### src/rtl/ctrl_vector_player_pkg.sv
// ctrl_vector_player_pkg
// Shared definitions for the control-vector player: FSM state encoding,
// default parameter values and the error-counter width.
package ctrl_vector_player_pkg;

    typedef enum logic [1:0] {
        IDLE  = 2'd0,
        RUN   = 2'd1,
        HOLD  = 2'd2,
        DRAIN = 2'd3
    } state_t;

    localparam int CW_WIDTH_DEF  = 42;
    localparam int RES_WIDTH_DEF = 8;
    localparam int DEPTH_DEF     = 16;
    localparam int ERR_COUNT_W   = 8;

endpackage

### src/rtl/ctrl_vector_player_vector_ram.sv
// vector_ram
// Vector storage for the player: one write port and one synchronous read
// port. A read and a write to the same address on the same edge returns the
// old contents. The array itself is never reset; only the read register is.
// Ports:
//   Clock    rising-edge clock
//   Reset    asynchronous active-low reset (clears the read register only)
//   wr_en    write strobe
//   wr_addr  write address
//   wr_data  write data
//   rd_en    read strobe; rd_data holds when low
//   rd_addr  read address
//   rd_data  registered read data
module vector_ram
    import ctrl_vector_player_pkg::*;
#(
    parameter int WIDTH = CW_WIDTH_DEF + RES_WIDTH_DEF,
    parameter int DEPTH = DEPTH_DEF
) (
    input  logic                     Clock,
    input  logic                     Reset,
    input  logic                     wr_en,
    input  logic [$clog2(DEPTH)-1:0] wr_addr,
    input  logic [WIDTH-1:0]         wr_data,
    input  logic                     rd_en,
    input  logic [$clog2(DEPTH)-1:0] rd_addr,
    output logic [WIDTH-1:0]         rd_data
);

    logic [WIDTH-1:0] mem [DEPTH];

    always_ff @(posedge Clock) begin
        if (wr_en) begin
            mem[wr_addr] <= wr_data;
        end
    end

    always_ff @(posedge Clock or negedge Reset) begin
        if (!Reset) begin
            rd_data <= '0;
        end else if (rd_en) begin
            rd_data <= mem[rd_addr];
        end
    end

endmodule

### src/rtl/ctrl_vector_player.sv
// ctrl_vector_player
// Plays a table of control words into a datapath, one per cycle (RUN) or one
// per step pulse (HOLD), optionally looping, and checks the datapath result
// one cycle after each word against the stored expected value.
// Optional feature macro: VECTOR_CHECK_EN (expected-result storage, compare,
// err_count and last_err_addr). When undefined the checker is absent and
// err_count / last_err_addr read as zero.
// Ports:
//   Clock, Reset         clock, asynchronous active-low reset
//   wr_en/wr_addr/wr_data vector-memory write port, data = {cw, expected}
//   len                  vectors per run (0 or >DEPTH means DEPTH)
//   start/stop           begin at entry 0 / abort (stop wins)
//   step_mode/step       single-step control
//   loop_en              wrap to entry 0 after the last entry
//   observed             datapath result for the previous control word
//   ctrl_word/ctrl_valid control word presented to the datapath
//   busy/done            FSM not idle / end-of-run pulse
//   err_count            saturating mismatch count
//   last_err_addr        entry index of the most recent mismatch
module ctrl_vector_player
    import ctrl_vector_player_pkg::*;
#(
    parameter int CW_WIDTH  = CW_WIDTH_DEF,
    parameter int RES_WIDTH = RES_WIDTH_DEF,
    parameter int DEPTH     = DEPTH_DEF
) (
    input  logic                          Clock,
    input  logic                          Reset,
    input  logic                          wr_en,
    input  logic [$clog2(DEPTH)-1:0]      wr_addr,
    input  logic [CW_WIDTH+RES_WIDTH-1:0] wr_data,
    input  logic [$clog2(DEPTH):0]        len,
    input  logic                          start,
    input  logic                          stop,
    input  logic                          step_mode,
    input  logic                          step,
    input  logic                          loop_en,
    input  logic [RES_WIDTH-1:0]          observed,
    output logic [CW_WIDTH-1:0]           ctrl_word,
    output logic                          ctrl_valid,
    output logic                          busy,
    output logic                          done,
    output logic [ERR_COUNT_W-1:0]        err_count,
    output logic [$clog2(DEPTH)-1:0]      last_err_addr
);

    localparam int AW = $clog2(DEPTH);
`ifdef VECTOR_CHECK_EN
    localparam int MW = CW_WIDTH + RES_WIDTH;
`else
    localparam int MW = CW_WIDTH;
`endif
    localparam logic [AW:0] DEPTH_L = (AW+1)'(DEPTH);

    state_t        state_q, state_d;
    logic [AW-1:0] ptr_q, ptr_d;
    logic          issue;
    logic          ctrl_valid_q;
    logic          done_q, done_d;
    logic          clr_err;
    logic [AW:0]   eff_len, len_m1;
    logic          at_last;
    logic [MW-1:0] ram_wdata, ram_rdata;

`ifdef VECTOR_CHECK_EN
    assign ram_wdata = wr_data;
`else
    assign ram_wdata = wr_data[CW_WIDTH+RES_WIDTH-1 -: CW_WIDTH];
`endif

    vector_ram #(
        .WIDTH (MW),
        .DEPTH (DEPTH)
    ) u_ram (
        .Clock   (Clock),
        .Reset   (Reset),
        .wr_en   (wr_en),
        .wr_addr (wr_addr),
        .wr_data (ram_wdata),
        .rd_en   (issue),
        .rd_addr (ptr_q),
        .rd_data (ram_rdata)
    );

    assign eff_len = (len == '0 || len > DEPTH_L) ? DEPTH_L : len;
    assign len_m1  = eff_len - (AW+1)'(1);
    assign at_last = ({1'b0, ptr_q} == len_m1);

    // "issue" means: read mem[ptr] into the output register on this edge, so
    // the entry is presented (ctrl_valid=1) in the following cycle.
    always_comb begin
        state_d = state_q;
        ptr_d   = ptr_q;
        issue   = 1'b0;
        done_d  = 1'b0;
        clr_err = 1'b0;
        case (state_q)
            IDLE: begin
                if (start && !stop) begin
                    state_d = step_mode ? HOLD : RUN;
                    ptr_d   = '0;
                    clr_err = 1'b1;
                end
            end
            RUN: begin
                if (stop)           state_d = IDLE;
                else if (step_mode) state_d = HOLD;
                else                issue   = 1'b1;
            end
            HOLD: begin
                if (stop)            state_d = IDLE;
                else if (!step_mode) state_d = RUN;
                else if (step)       issue   = 1'b1;
            end
            DRAIN: begin
                state_d = IDLE;
                done_d  = !stop;
            end
            default: state_d = IDLE;
        endcase
        if (issue) begin
            if (!at_last) begin
                ptr_d = ptr_q + AW'(1);
            end else begin
                ptr_d = '0;
                if (!loop_en) state_d = DRAIN;
            end
        end
    end

    always_ff @(posedge Clock or negedge Reset) begin
        if (!Reset) begin
            state_q      <= IDLE;
            ptr_q        <= '0;
            ctrl_valid_q <= 1'b0;
            done_q       <= 1'b0;
        end else begin
            state_q      <= state_d;
            ptr_q        <= ptr_d;
            ctrl_valid_q <= issue;
            done_q       <= done_d;
        end
    end

    assign ctrl_word  = ram_rdata[MW-1 -: CW_WIDTH];
    assign ctrl_valid = ctrl_valid_q;
    assign busy       = (state_q != IDLE);
    assign done       = done_q;

`ifdef VECTOR_CHECK_EN
    logic [AW-1:0]          ctrl_addr_q, pipe_addr_q, last_err_q;
    logic [RES_WIDTH-1:0]   pipe_exp_q;
    logic                   pipe_valid_q;
    logic [ERR_COUNT_W-1:0] err_q;

    // The pipeline stage follows ctrl_valid regardless of FSM state, so an
    // entry presented in the cycle a stop lands is still compared.
    always_ff @(posedge Clock or negedge Reset) begin
        if (!Reset) begin
            ctrl_addr_q  <= '0;
            pipe_addr_q  <= '0;
            pipe_exp_q   <= '0;
            pipe_valid_q <= 1'b0;
            err_q        <= '0;
            last_err_q   <= '0;
        end else begin
            if (issue) ctrl_addr_q <= ptr_q;
            pipe_valid_q <= ctrl_valid_q;
            pipe_exp_q   <= ram_rdata[RES_WIDTH-1:0];
            pipe_addr_q  <= ctrl_addr_q;
            if (clr_err) begin
                err_q <= '0;
            end else if (pipe_valid_q && observed != pipe_exp_q) begin
                if (err_q != '1) err_q <= err_q + ERR_COUNT_W'(1);
                last_err_q <= pipe_addr_q;
            end
        end
    end

    assign err_count     = err_q;
    assign last_err_addr = last_err_q;
`else
    logic unused_bits;
    assign unused_bits   = ^{observed, wr_data[RES_WIDTH-1:0], clr_err};
    assign err_count     = '0;
    assign last_err_addr = '0;
`endif

endmodule

### config.mk
export PLATFORM = sky130hd
export DESIGN_NAME = ctrl_vector_player
export DESIGN_NICKNAME = d
export VERILOG_FILES = /design/src/rtl/ctrl_vector_player_pkg.sv /design/src/rtl/ctrl_vector_player_vector_ram.sv /design/src/rtl/ctrl_vector_player.sv
export SDC_FILE = /design/constraint.sdc
export NUM_CORES = 1
export LEC_CHECK = 0
export BUFFER_PORTS_ARGS = -buffer_cell sky130_fd_sc_hd__buf_2
export CAP_MARGIN = 10
export CORE_ASPECT_RATIO = 2
export CORE_MARGIN = 5
export CORE_UTILIZATION = 65
export DETAILED_ROUTE_END_ITERATION = 12
export PLACE_DENSITY = 0.92
export SYNTH_ARGS = -nofsm -noshare
export SYNTH_HDL_FRONTEND = slang
export SYNTH_SLANG_ARGS = --single-unit
export TNS_END_PERCENT = 30
### constraint.sdc
create_clock -name Clock -period 6.1 [get_ports Clock]
set_input_delay 0.915 -clock Clock [delete_from_list [all_inputs] [get_ports Clock]]
set_output_delay 0.915 -clock Clock [all_outputs]
set_load 0.01 [all_outputs]
* Yosys cells after proc, flatten, opt, wreduce, memory -nomap -nowiden
Memories as Yosys holds them, arrays and structs flattened. A register that Yosys moved wholly into a read port is not among the register bits.
Cells that the tools add are included.
** Word-level totals
- Memory bits (writable) :: 672
- Logic and storage cells :: 46
- Flip-flop bits (word level) :: 8
- Input bits :: 75
- Latch bits :: 0
- Memories kept :: 1
- Memory bits (read-only) :: 0
- Output and inout port bits :: 57
** Memories
- u_ram.mem :: words 16, bits a word 42, read ports 1, clocked after memory_dff 1, wr ports 1, line ctrl_vector_player_vector_ram.sv:30 : logic [WIDTH-1:0] mem [DEPTH];
** Operators by class
- Bitwise operators :: 0
- Add/subtract/negate cells :: 2
- Order comparisons :: 1
- Reduce and logical (&&, ||, !) cells :: 10
- Div/mod/pow operators :: 0
- Mux-type cells :: 24
- Eq/ne operators :: 4
- Shift-type cells :: 0
- $mul :: 0
** Operators by type and width (number)
- 2-bit two-way mux :: 9
- 4-bit two-way mux :: 4
- 1-bit two-way mux :: 8
- 2-bit one-hot mux with 4 select lines :: 1
- 2-bit nonzero test :: 3
- 4-bit by 5-bit equality test with 1-bit output :: 1
- 5-bit > comparator (second input constant) :: 1
- 5-bit zero test :: 1
- 5-bit two-way mux :: 1
- 5-bit by 1-bit subtractor with 5-bit output (second input constant) :: 1
- 4-bit by 1-bit adder with 4-bit output (second input constant) :: 1
- 2-bit equality test (second input constant) :: 2
- 2-bit by 1-bit equality test with 1-bit output (second input constant) :: 1
- 1-bit zero test :: 2
- 2-bit zero test :: 1
- 1-bit one-hot mux with 2 select lines :: 1
- 2-bit AND reduction :: 1
- 1-bit logical AND :: 1
- 1-bit logical OR :: 1

* Logic depth before layout (Yosys ltp)
Gate-level depths: netlist of the first run.
- Word-level depth :: 7
- Gate-level depth with buffers :: 9
- Gate-level depth less buffers :: 9

* Modules after synthesis
From an unflattened synthesis of the first run, not the netlist that was laid out.
** Unflattened totals
- Cell total of the unflattened synthesis :: 1226
- Area, all modules :: 27669.0 µm²
** By module, submodules not included
- vector_ram :: instances 1, seq. area each 21230.4 µm², cells an instance 1142, area each 26904.6 µm²
- ctrl_vector_player :: instances 1, seq. area each 200.2 µm², cells an instance 84, area each 764.5 µm²

* Worst setup path after synthesis of the first run
OpenSTA, ideal clock, no wires.
- Path kind :: input to register
- From :: input wr_addr[2]
- To :: memory u_ram.mem[0][0] (netlist bit) (enable)
- Setup time :: 0.494 ns
- Required time :: 5.606 ns
- Path buffers :: 0
- Slack :: 1.302 ns
- Cell stages on the path :: 2
- Arrival :: 4.304 ns
- Cells stage by stage :: or3b_2 > nor3_1
** RTL lines
- start: declaration :: line ctrl_vector_player.sv:30 : input logic [$clog2(DEPTH)-1:0] wr_addr,
- end: declaration :: line ctrl_vector_player_vector_ram.sv:30
Straight into the memory's write port.

==> metrics.yaml, run 1 <==
worst_r2r_endpoint: "u_ram.rd_data[35]"
finClkSkew_ns: 0.0107
holdWs_ns: 0.500
gr-total-overflow: 0
crit_buf_inv: 1
clock_sinks: 722
synth_seq_cells: 722
end_kind: "flip-flop"
viasPerCell: 7.17
clock_path_buffers: 3
num_vias: 13300
slew_violations: 0
worstPathMaxFanout: 47
fillers: 2178
ys.flop_type: "edfxtp_1"
drv_cap: 0
yosys_warnings: 0
fin_ws_ns: 2.58
yosys-top-cells-area: "edfxtp_1 (73%), mux4_2 (17%), dfrtp_1 (4.5%), mux2_2 (1.8%), buf_6 (0.37%)"
place_congestion: 0.789
die_area_um2: 46900
cts_buffers: 56
cp.depth: 4
cts_tree: "yes"
critPathKind: "reg2reg"
drc_errors: 0
async_flop_share_pct: 6.93
drt_wl_total_mm: 66.8
ys_seq_area_share_pct: 77.7
cts_root_buf: "clkbuf_16"
pin_count: 132
crit_top_cell: "mux4_2"
start_kind: "flip-flop"
grt_max_degree: 128
wl_per_cell_um: 36.1
postCtsSetupBuffers: 0
reg2reg_slack_ns: 2.58
final-seq-area_um2: 21400
synth-edff-count: 672
slew_headroom_pct: 27.3
antenna_found_initial: 10
grt_pass1_vias: 13800
synth_common_cells: "edfxtp_1 (672), mux4_2 (210), dfrtp_1 (50), mux2_2 (43), clkbuf_1 (19)"
rr_startpoint: "ptr_q[0]"
hpwl_mm: 30.5
synth_largest_area_cell: "edfxtp_1"
holdPathStages: 1
p_leak_nw: 9.68
yosysMostFrequentCell: "edfxtp_1"
outcome: "completed"
reg2reg_depth: 4
syn2layout_area_growth_pct: 11.2
timing.fmax_ghz: 0.284
firstDrtPassIters: 6
p_per_area_nw_per_um2: 379
final-setup-viol-count: 0
htree_levels: 2
cp.required_ns: 6.57
min-delay-start: "u_ram.rd_data[15]"
rows: 106
clk_latency_ns: 0.59
fin_crit_sh_pct: 57.7
timing_worst_slew_pin_value_ns: 1.09
slowest_delay_ns: 1.02
drive_gt1_share_pct: 37.3
multi_input_area_um2: 5920
cts_resized: 0
yosysTopAreaCellShare_pct: 73.2
min_to: "u_ram.rd_data[15]"
coreArea_um2: 41900
crit_arrival_ns: 4.00
period_minus_slack_ns: 3.52
grt_usage_pct: 28.1
final.setup.tns_ns: 0
design_area_um2: 30700
syn_inst: 1128
detail-route-antenna-nets: 0
place_ws_ns: 2.40
hold_viol: 0
path_cells: "buf_4 -> mux4_2 -> mux4_2 -> mux2_2"
io_buffer_count: 103
fin_nets: 1340
clkTransAtPathRegs_ns: 0.07
hold_class: "reg2reg"
syn_area_um2: 27600
rsz0062_at_grt: "no"
ys_types: 39
grt_pass1_wl_mm: 94.1
avgSynthCellArea_um2: 24.5
place_area_um2: 28800
irDropWorstVdd_uv: 312
dieWidth_um: 156
die_h_um: 301
crit_family: "multiplexers"
cp_slowest_cell: "dfrtp_4"
drt_iter0_markers: 1898
hold_buffers: 0
start_util_pct: 65.8
-- per-layer routing --
layer  vias to the layer above  track usage, %  wire length, um
met2                      1078            49.0            35500
met3                       159            4.62             6310
met1                      6990            36.5            22500
met5                         -               0               57
li1                       5044               -                -
met4                         8            9.16             2470
-- report_power, final --
part / total [mW] / switching [mW] / internal (mW)
Combinational: 1.95 / 0.881 / 1.07
Sequential: 5.88 / 0.237 / 5.65
Clock: 3.77 / 1.71 / 2.06
-- worst max path at each step --
stage | from | end | slack [ns]
4_1_cts | ptr_q[0] | u_ram.rd_data[35] | 2.51
3_5_place_dp | len[0] | ptr_q[2] | 2.40
6_report | ptr_q[0] | u_ram.rd_data[35] | 2.58
3_3_place_gp | len[0] | ptr_q[2] | 2.56
5_1_grt | ptr_q[0] | u_ram.rd_data[35] | 2.27
2_1_floorplan | wr_addr[2] | u_ram.mem[0][0] | 1.30
-- flip-flops by register name, summed over array words and instances (netlist names) --
name and count:
u_ram.mem 672, u_ram.rd_data 42, ptr_q 4, state_q 2
ctrl_valid 1, done 1
-- placed cells by master, fill, tap and decap left out, drive strengths merged, types with 5 or more instances in the layout --
cell,count
mux2,43
edfxtp,672
buf,126
bufinv,6
ha,7
diode,5
mux4,210
inv,9
clkinv,16
conb,12
nor2,15
nand2b,8
clkbuf,78
dfrtp,50
-- kinds of logic (layout without fill, tap and decap cells) --
family | after synthesis | after routing | share of synthesized area, %
AO/OA/AOI/OAI | 20 | 20 | 0.517
XOR/XNOR | 4 | 4 | 0.127
adder cells (fa/ha/maj) | 7 | 7 | 0.318
buffers and inverters | 71 | 238 | 1.44
flip-flops | 722 | 722 | 77.7
multiplexers | 254 | 254 | 18.9
other | 1 | 17 | 0.0136
AND/OR/NAND/NOR | 49 | 49 | 0.953
-- worst reg2reg max path, stage by stage, from the launching register on --
cell and delay [ns]:
dfrtp_4 1.02, buf_4 0.90, mux4_2 0.70, mux4_2 0.50, mux2_2 0.29
-- stage by stage --
stage	util, %	power, mW	instances
finish	73.2	11.6	1851
detailed placement	68.7	7.90	1740
global placement	68.7	7.79	1740
global route	73.2	12.0	1851
CTS	73.1	11.6	1846
floorplan	-	7.38	1139
-- cell type report --
cell class | instances | share of cell area, %
diodes | 5 | 0.0408
clock buffers | 78 | 5.11
inverters | 6 | 0.0735
clock inverters | 28 | 1.00
multi-input cells | 346 | 19.3
repair buffers | 126 | 2.33
flip-flops and latches | 722 | 69.9
well taps | 540 | 2.20
No activity file was read; power rests on OpenSTA's default activity.
==> run 2, diff against run 1 <==
--- a/config.mk
+++ b/config.mk
@@ -5,13 +5,14 @@
 export SDC_FILE = /design/constraint.sdc
 export NUM_CORES = 1
 export LEC_CHECK = 0
+export ABC_AREA = 1
 export BUFFER_PORTS_ARGS = -buffer_cell sky130_fd_sc_hd__buf_2
 export CAP_MARGIN = 10
 export CORE_ASPECT_RATIO = 2
 export CORE_MARGIN = 5
-export CORE_UTILIZATION = 65
+export CORE_UTILIZATION = 55
 export DETAILED_ROUTE_END_ITERATION = 12
-export PLACE_DENSITY = 0.92
+export PLACE_DENSITY = 0.83
 export SYNTH_ARGS = -nofsm -noshare
 export SYNTH_HDL_FRONTEND = slang
 export SYNTH_SLANG_ARGS = --single-unit
==> constraint.sdc (replaced) <==
create_clock -name Clock -period 2.91 [get_ports Clock]
set_input_delay 0.4365 -clock Clock [delete_from_list [all_inputs] [get_ports Clock]]
set_output_delay 0.4365 -clock Clock [all_outputs]
set_load 0.01 [all_outputs]
==> run 2 against run 1 <==
Total power rose by 130%. Routed wire length rose by 8.1%. Design area rose by 6.1%. Die area rose by 25%. Critical endpoint is now ptr_q[0]. Largest power group unchanged. Via count rose by 50%. Clock skew rose by 0.0042 ns. Critical path depth rose by 4. Utilization fell by 12 points.
==> metrics.yaml, run 2 <==
outcome: "completed"
period_minus_slack_ns: 2.22
min-delay-start: "wr_data[9]"
top_regs: "u_ram.mem (672), u_ram.rd_data (42), ptr_q (4)"
pin_count: 132
grt_usage_pct: 24.1
synth_seq_cells: 722
clock_path_buffers: 3
ys_seq_area_share_pct: 72.7
reg2reg_depth: 8
ys.flop_type: "edfxtp_1"
cts_buffers: 55
cts_root_buf: "clkbuf_16"
wl_per_cell_um: 21.8
met1_usage_pct: 28.6
hpwl_mm: 37.8
p_leak_nw: 12.3
final-seq-area_um2: 21400
grt_pass1_vias: 20000
start_util_pct: 55.3
synth_largest_area_cell: "edfxtp_1"
yosys-top-cells-area: "edfxtp_1 (68%), nand2_1 (13%), nand3_1 (8.8%), dfrtp_1 (4.2%), buf_6 (1.4%)"
drc_errors: 0
grt_util_met3_pct: 4.08
end_kind: "flip-flop"
io_buffer_count: 103
clk_latency_ns: 0.61
ys_types: 26
slew_headroom_pct: 31.4
num_vias: 19900
place_ws_ns: 0.343
coreArea_um2: 53300
drv_cap: 0
top_register: "u_ram.mem"
avgSynthCellArea_um2: 11.7
firstDrtPassIters: 6
antenna_found_initial: 8
slew_violations: 0
yosysTopAreaCellShare_pct: 68.5
multi_input_area_um2: 6990
holdPathStages: 1
fin_crit_sh_pct: 76.2
grt.busiest_layer: "met2"
irDropWorstVdd_uv: 540
place_congestion: 0.795
detail-route-antenna-nets: 0
start_kind: "flip-flop"
drt_iter0_markers: 2517
hold_class: "in2reg"
viasPerCell: 6.00
p_per_area_nw_per_um2: 815
largest_register_ffs: 672
rows: 120
final.setup.tns_ns: 0
fin_nets: 2670
synth_common_cells: "nand2_1 (1047), edfxtp_1 (672), nand3_1 (516), buf_2 (71), dfrtp_1 (50)"
dieWidth_um: 174
drive_gt1_share_pct: 10.2
worstPathMaxFanout: 31
hold_viol: 0
cp.required_ns: 3.40
drt_wl_total_mm: 72.3
async_flop_share_pct: 6.93
timing.fmax_ghz: 0.451
die_h_um: 337
met2_usage_pct: 42.0
final-setup-viol-count: 0
grt_max_degree: 173
timing_worst_slew_pin_value_ns: 1.03
htree_levels: 2
layout_commonest_cell: "nand2_1"
grt_pass1_wl_mm: 110
rr_startpoint: "ptr_q[3]"
yosys_warnings: 0
finClkSkew_ns: 0.0150
cts_tree: "yes"
synth-edff-count: 672
crit_start: "ptr_q[3]"
rsz0062_at_grt: "no"
die_area_um2: 58600
gr-total-overflow: 0
crit_arrival_ns: 2.71
critPathKind: "reg2reg"
fin_ws_ns: 0.692
syn2layout_area_growth_pct: 10.4
fillers: 3680
syn_inst: 2525
cts_resized: 0
mostFrequentLayoutCells: "nand2_1 (1046), edfxtp_1 (672), nand3_1 (516)"
holdWs_ns: 0.186
syn_area_um2: 29500
yosysMostFrequentCell: "nand2_1"
p_total_mw: 26.5
clock_sinks: 722
clkTransAtPathRegs_ns: 0.07
run 2: critical path: stages (launching register included):
cell and delay [ns]:
dfrtp_2 0.68, buf_4 0.62, nand3_1 0.19, nand2_1 0.12
nand2_1 0.06, nand2_1 0.08, nand3_1 0.16, nand2_1 0.13
nand2_1 0.06
run 2: through the flow:
stage / instances / area (um^2) / util (%)
after floorplan: 2536 / 29500 / -
after global placement: 3200 / 30600 / 57.4
after detailed placement: 3200 / 30600 / 57.4
after CTS: 3305 / 32500 / 61.0
after global routing: 3310 / 32500 / 61.0
final: 3310 / 32500 / 61.0
run 2: kinds of logic (layout without fill, tap and decap cells):
kind of cell	after synthesis	after routing	share of synthesized area (%)
AOI/OAI and AO/OA	11	11	0.200
xor gates and xnor gates	3	3	0.0892
adders and majority gates	7	7	0.297
buffers and inverters	185	283	4.10
DFF	722	722	72.7
other	1	17	0.0127
and+or+nand+nor	1596	1596	22.6
run 2: layer usage:
layer  wire [um]  vias up  part of all wire, %
li1            -     8805                    -
met1       23800     9445                   33
met2       36900     1335                   51
met3        7650      264                   11
met4        3850        6                  5.3
met5          37        -                0.051
run 2: area by class of cell:
type	count	area share, %
antenna	5	0.0385
clock buffer	68	4.64
clock inverter	35	1.31
inverter	24	0.308
multi-input combinational	1629	21.5
sequential	722	65.9
tap	671	2.58
timing repair buffer	156	3.75
run 2: final timing paths:
path                                          to  slack [ns]
worst max-delay path                    ptr_q[0]        0.69
worst min-delay path            u_ram.mem[10][1]        0.19
worst max register to register          ptr_q[0]        0.69
worst min register to register  u_ram.rd_data[3]        0.47
max in group asynchronous       u_ram.rd_data[0]        1.64
min in group asynchronous             state_q[0]        0.34
run 2: where the power goes:
part	internal, mW	switching, mW	total, mW	leakage [nW]
sequential	11.8	0.232	12.1	6.70
combinational	1.99	4.51	6.50	4.68
clock	4.45	3.53	7.98	0.934
run 2: timing repair:
action / CTS / global route
hold buffers: 2 / 0
setup buffers: 0 / 0
endpoints found under the hold margin: 21 / 0
==> run 3, diff against run 2 <==
==> constraint.sdc (replaced) <==
create_clock -name Clock -period 1.86 [get_ports Clock]
set_input_delay 0.279 -clock Clock [delete_from_list [all_inputs] [get_ports Clock]]
set_output_delay 0.279 -clock Clock [all_outputs]
set_load 0.01 [all_outputs]
==> run 3 against run 2 <==
Non-clock buffer count is 56 higher. Flip-flop and latch count did not move. Utilization up 1.8 points. Die area unchanged. Clock skew increased by 0.020 ns. Largest power group unchanged.
==> metrics.yaml, run 3 (synthesis results as in run 2) <==
outcome: "completed"
period_minus_slack_ns: 1.81
place_ws_ns: -0.270
gr-total-overflow: 0
hold_class: "in2reg"
cts_buffers: 56
clock_sinks: 722
irDropWorstVdd_uv: 1030
timing_worst_slew_pin_value_ns: 0.550
crit_start: "ptr_q[1]"
worst_r2r_endpoint: "u_ram.rd_data[39]"
stdcell_count: 3365
fin_nets: 2727
design_area_um2: 33500
antenna_found_initial: 8
top_regs: "u_ram.mem (672), u_ram.rd_data (42), ptr_q (4)"
drc_errors: 0
grt_usage_pct: 25.3
rows: 120
rr_startpoint: "ptr_q[1]"
drt_iter0_markers: 2922
clk_latency_ns: 0.63
io_buffer_count: 103
pin_count: 132
reg2reg_depth: 10
cp.required_ns: 2.35
timing.fmax_ghz: 0.552
cts_tree: "yes"
start_kind: "flip-flop"
place_area_um2: 31200
viasPerCell: 6.12
dp_cells: 3243
die_h_um: 337
slew_headroom_pct: 63.3
worstPathMaxFanout: 18
layout_commonest_cell: "nand2_1"
htree_levels: 2
grt_max_degree: 67
top_register: "u_ram.mem"
critPathKind: "reg2reg"
grt_pass1_vias: 20500
drt_wl_total_mm: 77.8
drv_cap: 0
grt_pass1_wl_mm: 114
fin_ws_ns: 0.0474
cts_root_buf: "clkbuf_16"
mostFrequentLayoutCells: "nand2_1 (1046), edfxtp_1 (672), nand3_1 (515)"
dieWidth_um: 174
firstDrtPassIters: 6
min_to: "u_ram.mem[6][31]"
start_util_pct: 55.3
rsz0062_at_grt: "no"
syn2layout_area_growth_pct: 13.6
p_leak_nw: 12.7
fin_crit_sh_pct: 97.5
fillers: 3603
p_per_area_nw_per_um2: 1280
clkTransAtPathRegs_ns: 0.07
end_kind: "flip-flop"
min-delay-start: "wr_data[39]"
finClkSkew_ns: 0.0352
crit_arrival_ns: 2.31
slew_violations: 0
holdPathStages: 1
wl_per_cell_um: 23.1
coreArea_um2: 53300
reg2reg_slack_ns: 0.05
final-setup-viol-count: 0
clock_path_buffers: 3
drive_gt1_share_pct: 12.3
die_area_um2: 58600
place_congestion: 0.831
num_vias: 20600
largest_register_ffs: 672
hpwl_mm: 42.3
utilization_pct: 62.8
detail-route-antenna-nets: 0
hold_viol: 0
## run 3: cell count changes in the layout (fill, tap and decap cells not counted), sizes merged
| cell | delta |
|---|---|
| buf | +47 |
| clkinvlp | +4 |
| dlygate4sd3 | +4 |
| inv | -3 |
| clkinv | +2 |
| bufinv | +1 |
| clkbuf | +1 |
| diode | -1 |
## run 3: report_power, final
part           total, mW  internal [mW]  switching, mW
registers           18.9           18.5          0.374
logic               11.5           3.87           7.61
clock network       12.6           6.88           5.70
total               42.9           29.2           13.7
## run 3: what timing repair did
item | 4_1_cts | 5_1_grt
gates cloned | 0 | 5
hold endpoints to repair | 94 | 0
hold buffers | 6 | 0
setup endpoints to repair | 15 | 23
resized for setup | 5 | 18
buffers inserted | 1 | 3
## run 3: final cells by class
class	count	area (um^2)	area share, %
diodes	4	10.0	0.0299
clock buffers	64	1430	4.27
clock inverters	39	498	1.49
inverters	24	115	0.344
multi-input cells	1629	7010	20.9
flip-flops and latches	722	21400	64.0
well taps	671	840	2.51
repair buffers	212	2130	6.37
## run 3: worst max-delay path, stage by stage, from the launching register on
cell     delay, ns
dfrtp_4       0.57
inv_8         0.14
buf_12        0.18
buf_12        0.18
nand3_1       0.11
nand3_1       0.11
nand2_1       0.08
nand2_1       0.08
nand2_1       0.10
nand2_1       0.07
nand2_1       0.04
## run 3: layer usage
metal	wire (um)	vias up	track usage, %
met2	40300	1546	45.2
met4	3920	0	13.6
met1	25600	9832	29.6
met5	0	-	0
li1	-	8926	-
met3	7990	285	3.64
## run 3: worst max path at each step
stage | endpoint | depth (start not counted)
final | u_ram.rd_data[39] | 10
after global routing | u_ram.rd_data[3] | 10
after CTS | busy | 4
after detailed placement | state_q[1] | 12
after global placement | state_q[0] | 12
after floorplan | u_ram.mem[10][0] | 2
## run 3: stage by stage
stage                     TNS (ns)  hold slack, ns  total power, mW
after global placement       -1.51           0.307             29.3
after floorplan            -123.73         -0.0166             26.9
after detailed placement     -1.55           0.314             29.8
final                            0          0.0191             42.9
after global routing             0          0.0197             44.8
after CTS                        0        0.000299             42.3
